File: src/rtl/dsp_hdlc_rx_ctrl.sv
// rtl/dsp_hdlc_rx_ctrl.sv - HDLC receive buffer controller packing bytes into a 16-bit DSP RAM
//
// Packs deframed HDLC payload bytes into 16-bit words, writes them to the DSP
// dual-port RAM, latches the frame length and status, and raises a stretched
// interrupt. The buffer is then held until the DSP acknowledges.
//
// Ports:
//   clk        in   1   system clock, rising edge
//   rst_n      in   1   asynchronous active-low reset
//   rx_vld     in   1   rx_byte valid strobe
//   rx_byte    in   8   payload byte (FCS stripped)
//   rx_eof     in   1   good end-of-frame pulse
//   rx_abort   in   1   abort / FCS error pulse, frame discarded
//   dsp_ack    in   1   DSP has consumed the buffer
//   ram_wen    out  1   RAM write enable, one cycle per word
//   ram_addr   out  8   RAM word address
//   ram_wdata  out  16  RAM word, even byte in [7:0], odd byte in [15:8]
//   rx_len     out  10  byte count of last delivered frame
//   rx_status  out  2   [0] too_long, [1] frame dropped while buffer full
//   drop_cnt   out  8   frames dropped while buffer full, saturating
//   rx_int     out  1   frame-ready interrupt, INT_WIDTH cycles
//   buf_full   out  1   buffer held for the DSP
module dsp_hdlc_rx_ctrl #(
    parameter logic [9:0] MAX_BYTES = 10'd512,
    parameter logic [9:0] INT_WIDTH = 10'd500
) (
    input  logic        clk,
    input  logic        rst_n,
    input  logic        rx_vld,
    input  logic [7:0]  rx_byte,
    input  logic        rx_eof,
    input  logic        rx_abort,
    input  logic        dsp_ack,
    output logic        ram_wen,
    output logic [7:0]  ram_addr,
    output logic [15:0] ram_wdata,
    output logic [9:0]  rx_len,
    output logic [1:0]  rx_status,
    output logic [7:0]  drop_cnt,
    output logic        rx_int,
    output logic        buf_full
);

    typedef enum logic [1:0] {
        S_IDLE     = 2'd0,
        S_RECV     = 2'd1,
        S_WAIT_ACK = 2'd2
    } state_t;

    state_t      state_q, state_d;
    logic [9:0]  count_q, count_d;
    logic [7:0]  hold_q, hold_d;
    logic        too_long_q, too_long_d;
    logic [9:0]  int_cnt_q, int_cnt_d;
    logic        rx_int_q, rx_int_d;
    logic        ram_wen_q, ram_wen_d;
    logic [7:0]  ram_addr_q, ram_addr_d;
    logic [15:0] ram_wdata_q, ram_wdata_d;
    logic [9:0]  rx_len_q, rx_len_d;
    logic [1:0]  rx_status_q, rx_status_d;
    logic [7:0]  drop_cnt_q, drop_cnt_d;

    logic        accepting;
    logic        byte_take;
    logic [9:0]  frame_len;
    logic        deliver;

    // Bytes are only taken while a frame can be built; beyond MAX_BYTES they
    // are dropped and the count saturates so rx_len reports MAX_BYTES.
    assign accepting = (state_q == S_IDLE) || ((state_q == S_RECV) && !rx_abort);
    assign byte_take = rx_vld && accepting && (count_q < MAX_BYTES);
    // Length including a byte arriving in the same cycle as rx_eof.
    assign frame_len = count_q + {9'd0, byte_take};
    assign deliver   = (state_q == S_RECV) && rx_eof && !rx_abort && (frame_len != 10'd0);

    // State register
    always_ff @(posedge clk or negedge rst_n) begin
        if (!rst_n) begin
            state_q <= S_IDLE;
        end else begin
            state_q <= state_d;
        end
    end

    // Next-state logic
    always_comb begin
        state_d = state_q;
        case (state_q)
            S_IDLE: begin
                if (rx_vld) begin
                    state_d = S_RECV;
                end
            end
            S_RECV: begin
                if (rx_abort) begin
                    state_d = S_IDLE;
                end else if (deliver) begin
                    state_d = S_WAIT_ACK;
                end
            end
            S_WAIT_ACK: begin
                if (dsp_ack) begin
                    state_d = S_IDLE;
                end
            end
            default: state_d = S_IDLE;
        endcase
    end

    // Output / datapath logic
    always_comb begin
        count_d     = count_q;
        hold_d      = hold_q;
        too_long_d  = too_long_q;
        int_cnt_d   = int_cnt_q;
        rx_int_d    = rx_int_q;
        ram_wen_d   = 1'b0;
        ram_addr_d  = ram_addr_q;
        ram_wdata_d = ram_wdata_q;
        rx_len_d    = rx_len_q;
        rx_status_d = rx_status_q;
        drop_cnt_d  = drop_cnt_q;

        // Interrupt stretch: counter holds k during the k-th high cycle.
        if (rx_int_q) begin
            if (int_cnt_q >= INT_WIDTH) begin
                rx_int_d  = 1'b0;
                int_cnt_d = 10'd0;
            end else begin
                int_cnt_d = int_cnt_q + 10'd1;
            end
        end

        case (state_q)
            S_IDLE, S_RECV: begin
                if ((state_q == S_RECV) && rx_abort) begin
                    count_d    = 10'd0;
                    too_long_d = 1'b0;
                end else begin
                    if (rx_vld) begin
                        if (byte_take) begin
                            count_d = count_q + 10'd1;
                            if (!count_q[0]) begin
                                hold_d = rx_byte;
                            end else begin
                                ram_wen_d   = 1'b1;
                                ram_addr_d  = count_q[8:1];
                                ram_wdata_d = {rx_byte, hold_q};
                            end
                        end else begin
                            too_long_d = 1'b1;
                        end
                    end
                    if (deliver) begin
                        // An odd length leaves a half word in hold; flush it.
                        if (frame_len[0]) begin
                            ram_wen_d   = 1'b1;
                            ram_addr_d  = frame_len[8:1];
                            ram_wdata_d = {8'h00, hold_d};
                        end
                        rx_len_d    = frame_len;
                        rx_status_d = {1'b0, too_long_d};
                        rx_int_d    = 1'b1;
                        int_cnt_d   = 10'd1;
                        count_d     = 10'd0;
                        too_long_d  = 1'b0;
                        hold_d      = 8'h00;
                    end
                end
            end
            S_WAIT_ACK: begin
                if (dsp_ack) begin
                    rx_int_d    = 1'b0;
                    int_cnt_d   = 10'd0;
                    rx_status_d = 2'b00;
                    drop_cnt_d  = 8'd0;
                end else if (rx_eof) begin
                    rx_status_d[1] = 1'b1;
                    if (drop_cnt_q != 8'hFF) begin
                        drop_cnt_d = drop_cnt_q + 8'd1;
                    end
                end
            end
            default: begin
                count_d = 10'd0;
            end
        endcase
    end

    always_ff @(posedge clk or negedge rst_n) begin
        if (!rst_n) begin
            count_q     <= 10'd0;
            hold_q      <= 8'h00;
            too_long_q  <= 1'b0;
            int_cnt_q   <= 10'd0;
            rx_int_q    <= 1'b0;
            ram_wen_q   <= 1'b0;
            ram_addr_q  <= 8'h00;
            ram_wdata_q <= 16'h0000;
            rx_len_q    <= 10'd0;
            rx_status_q <= 2'b00;
            drop_cnt_q  <= 8'd0;
        end else begin
            count_q     <= count_d;
            hold_q      <= hold_d;
            too_long_q  <= too_long_d;
            int_cnt_q   <= int_cnt_d;
            rx_int_q    <= rx_int_d;
            ram_wen_q   <= ram_wen_d;
            ram_addr_q  <= ram_addr_d;
            ram_wdata_q <= ram_wdata_d;
            rx_len_q    <= rx_len_d;
            rx_status_q <= rx_status_d;
            drop_cnt_q  <= drop_cnt_d;
        end
    end

    always_comb begin
        buf_full = (state_q == S_WAIT_ACK);
    end

    assign ram_wen   = ram_wen_q;
    assign ram_addr  = ram_addr_q;
    assign ram_wdata = ram_wdata_q;
    assign rx_len    = rx_len_q;
    assign rx_status = rx_status_q;
    assign drop_cnt  = drop_cnt_q;
    assign rx_int    = rx_int_q;

endmodule

File: config.mk
export PLATFORM = sky130hd
export DESIGN_NAME = dsp_hdlc_rx_ctrl
export DESIGN_NICKNAME = d
export VERILOG_FILES = /design/src/rtl/dsp_hdlc_rx_ctrl.sv
export SDC_FILE = /design/constraint.sdc
export NUM_CORES = 1
export LEC_CHECK = 0
export ABC_AREA = 1
export BUFFER_PORTS_ARGS = -buffer_cell sky130_fd_sc_hd__buf_2
export CORE_ASPECT_RATIO = 0.8
export CORE_UTILIZATION = 35
export CTS_BUF_LIST = sky130_fd_sc_hd__clkbuf_4 sky130_fd_sc_hd__clkbuf_8
export DETAILED_ROUTE_END_ITERATION = 8
export SLEW_MARGIN = 20
export SYNTH_ARGS = -nofsm -noshare
export SYNTH_HDL_FRONTEND = slang
export SYNTH_SLANG_ARGS = --single-unit
File: constraint.sdc
create_clock -name clk -period 3 [get_ports clk]
set_input_delay 0.3 -clock clk [delete_from_list [all_inputs] [get_ports clk]]
set_output_delay 0.3 -clock clk [all_outputs]
set_load 0.01 [all_outputs]
== Yosys cells after proc, flatten, opt, wreduce, memory -nomap -nowiden ==
Index checks and enable logic that the tools add are counted.

* Logic and storage cells: 110
* Register bits: 77
* Bits of input ports: 14
* Output and inout port bits: 47

* $lt $le $gt $ge: 2
* Equality and inequality tests: 11
* Muxes and demuxes: 56
* Bitwise operators: 2
* Reductions and logical operators: 22
* Add/subtract/negate cells: 4

{| class="wikitable"
|+ Operators with widths
! cell !! count
|-
| two-way mux 8 bit || 12
|-
| two-way mux 10 bit || 9
|-
| two-way mux 16 bit || 5
|-
| case mux 10 bit (2 select lines) || 2
|-
| adder 10 x 1 -> 10 bit, second input constant || 2
|-
| two-way mux 1 bit || 19
|-
| two-way mux 2 bit || 6
|-
| AND reduction 3 bit || 4
|-
| adder 10 x 1 -> 10 bit || 1
|-
| greater-or-equal comparator 10 x 9 -> 1 bit, second input constant || 1
|-
| less-than comparator 10 bit, second input constant || 1
|-
| nonzero test 10 bit || 1
|-
| adder 8 x 1 -> 8 bit, second input constant || 1
|-
| inequality test 2 bit, second input constant || 4
|-
| inequality test 4 bit, second input constant || 2
|-
| inequality test 8 bit, second input constant || 1
|-
| AND reduction 4 bit || 2
|-
| logical AND 1 bit || 7
|-
| inequality test 3 bit, second input constant || 2
|-
| case mux 2 bit (3 select lines) || 1
|-
| nonzero test 2 bit || 3
|-
| case mux 2 bit (2 select lines) || 1
|-
| == test 2 x 1 -> 1 bit, second input constant || 1
|-
| == test 2 bit, second input constant || 1
|-
| 7 further kinds || 8
|}

== Longest topological paths before layout ==
* Depth after elaboration: 11
* Gate-level depth with buffers: 20
* Mapped depth without buffers: 19

== Worst setup path after synthesis ==
OpenSTA, ideal clock, no wires.

* Path type: reg2reg
* Start: reg state_q[0]
* End: reg state_q[0]
* Setup slack: 0.621 ns
* Stages on the path, launching flop included: 19
* Period minus slack after synthesis: 2.379 ns
* Data required time: 2.890 ns
* Data arrival time: 2.269 ns
* Cells stage by stage: dfrtp_1 -> a21oi_4 -> nand2_1 -> inv_1 -> ha_1 -> nand2_2 -> nor2_4 -> nand2_1 -> nand2_1 -> nand2_1 -> inv_2 -> nand2_1 -> nor2_2 -> nand2_2 -> nand2_4 -> buf_6 -> buf_2 -> nand2_1 -> o41ai_1

* Longest elaborated chain between the ends: 10
* Elaborated cells between the ends (all ways): 17
* Those cells by class: add/sub (1); eq/ne (5); mux (1); reduce/logical (10)

{| class="wikitable"
|+ RTL lines
! item !! RTL line !! text
|-
| start, declared || 50 || <nowiki>state_t state_q, state_d;</nowiki>
|-
| start signal, assigned || 81 || <nowiki>state_q <= state_d;</nowiki>
|-
| == test 2 x 1 -> 1 bit || 70, 74, 88 ||
|-
| logical AND 1 bit || 70 || <nowiki>assign accepting = (state_q == S_IDLE) || ((state_q == S_RECV) && !rx_abort);</nowiki>
|-
| logical OR 1 bit || 70 ||
|-
| logical AND 1 bit (2 in a row) || 71 || <nowiki>assign byte_take = rx_vld && accepting && (count_q < MAX_BYTES);</nowiki>
|-
| adder 10 x 1 -> 10 bit || 73 || <nowiki>assign frame_len = count_q + {9'd0, byte_take};</nowiki>
|-
| nonzero test 10 bit || 74 || <nowiki>assign deliver = (state_q == S_RECV) && rx_eof && !rx_abort && (frame_len != 10'd0);</nowiki>
|-
| logical AND 1 bit || 74 ||
|-
| inequality test 3 bit (no source line) || - ||
|-
| AND reduction 3 bit (no source line) || - ||
|}

Several ways; a longest one is shown, not always the timed one.
A chain may end at the register's enable or synchronous reset.

== Worst setup path after layout ==
* Start: reg count_q[9]
* End: reg ram_wdata_q[4] (netlist: ram_wdata[4])

* Longest elaborated chain between the ends: 6
* Elaborated cells between the ends (all ways): 11
* Those cells by class: add/sub (1); order compare (1); mux (6); reduce/logical (3)

{| class="wikitable"
|+ RTL lines
! item !! RTL line !! text
|-
| start, declared || 51 || <nowiki>logic [9:0] count_q, count_d;</nowiki>
|-
| start signal, assigned || 204 || <nowiki>count_q <= count_d;</nowiki>
|-
| less-than comparator 10 bit || 71 ||
|-
| logical AND 1 bit || 71 ||
|-
| adder 10 x 1 -> 10 bit, or another cell as far along || 73 ||
|-
| nonzero test 10 bit, or another cell as far along || 74 ||
|-
| logical AND 1 bit / two-way mux 16 bit (equally long branches) || 74, 156 ||
|-
| two-way mux 16 bit * || 154 || <nowiki>if (deliver) begin</nowiki>
|-
| end signal, assigned || 211 || <nowiki>ram_wdata_q <= ram_wdata_d;</nowiki>
|-
| end, declared || 58 || <nowiki>logic [15:0] ram_wdata_q, ram_wdata_d;</nowiki>
|}

Mark *: on every way between the ends. The rest lies on a longest branch, timed or not.

==> run metrics <==
number of library cell types mapped by synthesis=between 40 and 50; Hold/Removal Path Class=in2reg; CP Data Required Time=3.24 ns; area share of the largest cell type after synthesis=a little under half; share of layout cells above drive strength 1=22.1%; Die Area=between 10000 and 15000 µm²; ys async rst share=100%; fin crit share=88.0%; status=finished clean; clk buf depth=2; Reg area=1930 µm²; pwr dens=886 nW/µm²; DR WL/cell=13.3 µm; Post-Synthesis Cell Area=4090 µm²; Synth Net Count=527; worst-margin pin slew=0.692 ns; critical path type=reg2reg; clock sink count=77; Buffers on Ports=60; Post-Layout Cell Count=722; Worst VDD drop=between 0.2 and 0.3 mV; RSZ-0062 raised after global routing=no; clock skew=0.0107 ns; CP arrival=between 2 and 3 ns; Seq/Total Area, Yosys=47.2%; #FFs+latches synth=77; Yosys Warn Count=0; nets=593; min Tclk post-route=2.64 ns; placed cells=a little over 700; P_leak=2.29 nW; core area=11100 µm²; first-pass GRT wire length=16500 µm; Cells after Synth=a little over 500; top_reg_cell synth=dfrtp_1; fmax=379 MHz; setup tns final=0 ns; number of flops mapped to enable cells by yosys=0; CP max FO=18; most common cell after layout, fill and taps aside=nand2_1; top cells by area, synth=dfrtp_1 (47%), nand2_1 (14%), o21ai_0 (7.1%), inv_1 (4.7%), nor2_1 (4.4%); largest net degree at the start of global routing=78; total vias in the final route=between 3k and 4k; # rows=34; GPL Wtd Cong=~0.93; initial antenna violation count=0; Area after DPL=4540 µm²; Die H=just under 100 µm; cell area after layout=around 4800 µm²; drc violations=0; Starting Density=between 30% and 40%; Die Wd=around 120 µm; Vias/cell=approximately 4.8; mean area per synthesized cell=between 8 and 9 µm²; H-tree depth=3; multi-input combinational cell area=1860 µm²; area leader, netlist=dfrtp_1; 1st-iter DRT viols=332; wirelength, routed=9580 µm; GRT Util Overall=17.5%; most frequent cells in the layout=nand2_1 (147), dfrtp_1 (77), buf_2 (59); vias in the first global route=3353; startpoint types=flop; Final setup viols=0; antenna cells=0; Fin. Hold Viols=0; Worst setup EP type=flop; fin util=roughly 43%; TritonCTS clock tree=built; max-slew violations=0; Detail Route Antenna Nets=0; # IOs=61; Slew HR=53.6%; max cap viols=0; dpl hpwl=slightly below 7000 µm; Root Buffer=clkbuf_8; DR pass1 iterations=5; final global-route overflow total=0; P&R area growth vs syn=16.7%; Clock Pin Slew Worst Setup and Hold Paths=about 0.080 ns; fillcell total=between 1k and 1.5k; clk_lat worst skew=0.37 ns; CTS Buf Count=9
per-layer routing:
layer  vias up  wire length [µm]  GRT usage (%)  part of all wire [%]
met4         0               172           6.00                   1.8
met1      1642              4990           26.4                    52
met2        70              3940           24.4                    41
met5         -                 0              0                     0
met3        15               476           3.82                   5.0
li1       1756                 -              -                     -
area by class of cell:
class                           instances  share of cell area, %
Sequential cell                        77                   40.4
Clock buffer                           10                   2.89
Timing Repair Buffer                   70                   8.40
Multi-Input combinational cell        359                   39.0
Tap cell                              144                   3.78
Inverter                               56                   4.46
Clock inverter                          6                   1.02
path summary, 6_finish.rpt:
kind                                        startpoint                       end  slack (ns)  cells after the start
worst max-delay path            count_q[9]$_DFFE_PN0P_  ram_wdata[4]$_DFFE_PN0P_        0.36                     17
worst min-delay path                           dsp_ack    state_q[1]$_DFFE_PN0P_        0.23                      2
worst max register to register  count_q[9]$_DFFE_PN0P_  ram_wdata[4]$_DFFE_PN0P_        0.36                     17
worst min register to register   rx_len[0]$_DFFE_PN0P_     rx_len[0]$_DFFE_PN0P_        0.48                      2
max in group asynchronous                        rst_n  ram_wdata[0]$_DFFE_PN0P_        2.01                      3
min in group asynchronous                        rst_n   drop_cnt[3]$_DFFE_PN0P_        0.41                      2
synth_stat cells (3+ instances only):
master,count
buf_6,3
a21oi_1,9
nand2_2,3
buf_2,9
o21ai_0,58
xor2_1,6
nor2_2,4
o21ai_2,8
nor3_1,7
inv_1,51
dfrtp_1,77
nor2_1,48
inv_2,4
mux2_2,8
o21a_1,8
ha_1,6
o22ai_1,3
nand3_1,17
nand2_1,148
metrics by stage:
step	hold WS, ns	power (mW)	setup WS, ns
after floorplan	0.00441	2.91	0.621
after global placement	0.462	3.47	0.398
after detailed placement	0.465	3.50	0.309
after CTS	0.130	4.25	0.293
after global routing	0.226	4.60	0.0515
final	0.227	4.22	0.361
cells by family after synthesis:
kind of cell,synth area share (%)
AOI/OAI and AO/OA,14.9
xor gates and xnor gates,1.50
adders and majority gates,1.84
buffers and inverters,7.44
DFF,47.2
muxes,2.20
and+or+nand+nor,25.0
where the power goes:
part           internal, mW  switching (mW)  total [mW]  leakage, nW
Combinational         0.721            1.10        1.82         1.23
Clock                 0.326           0.415       0.742       0.0847
Sequential             1.41           0.256        1.66        0.974
state kept, by name, summed over array words and instances (netlist names), 2 cells and up:
signal,cells
count_q,10
drop_cnt,8
hold_q,8
int_cnt_q,10
ram_addr,8
ram_wdata,16
rx_len,10
rx_status,2
state_q,2
critical path, stage by stage (launching register included):
cell and delay, ns:
dfrtp_1 0.46, nor2_1 0.13, nand2_1 0.07, inv_1 0.14, ha_1 0.24, nand2_2 0.10, nor2_4 0.16, nand3_1 0.08
nand2_1 0.10, inv_2 0.05, nand2_1 0.07, nor2_2 0.04, nand2_2 0.07, nand2_4 0.16, nor2_4 0.31, inv_4 0.16
nand2_1 0.10, o21ai_2 0.05
what timing repair did:
item | CTS | global route
buffers inserted | 0 | 0
hold buffers | 0 | 1
endpoints found under the hold margin | 0 | 29
setup endpoints to repair | 0 | 9
gates resized for setup | 0 | 3
Power figures use the tool's default switching activity.
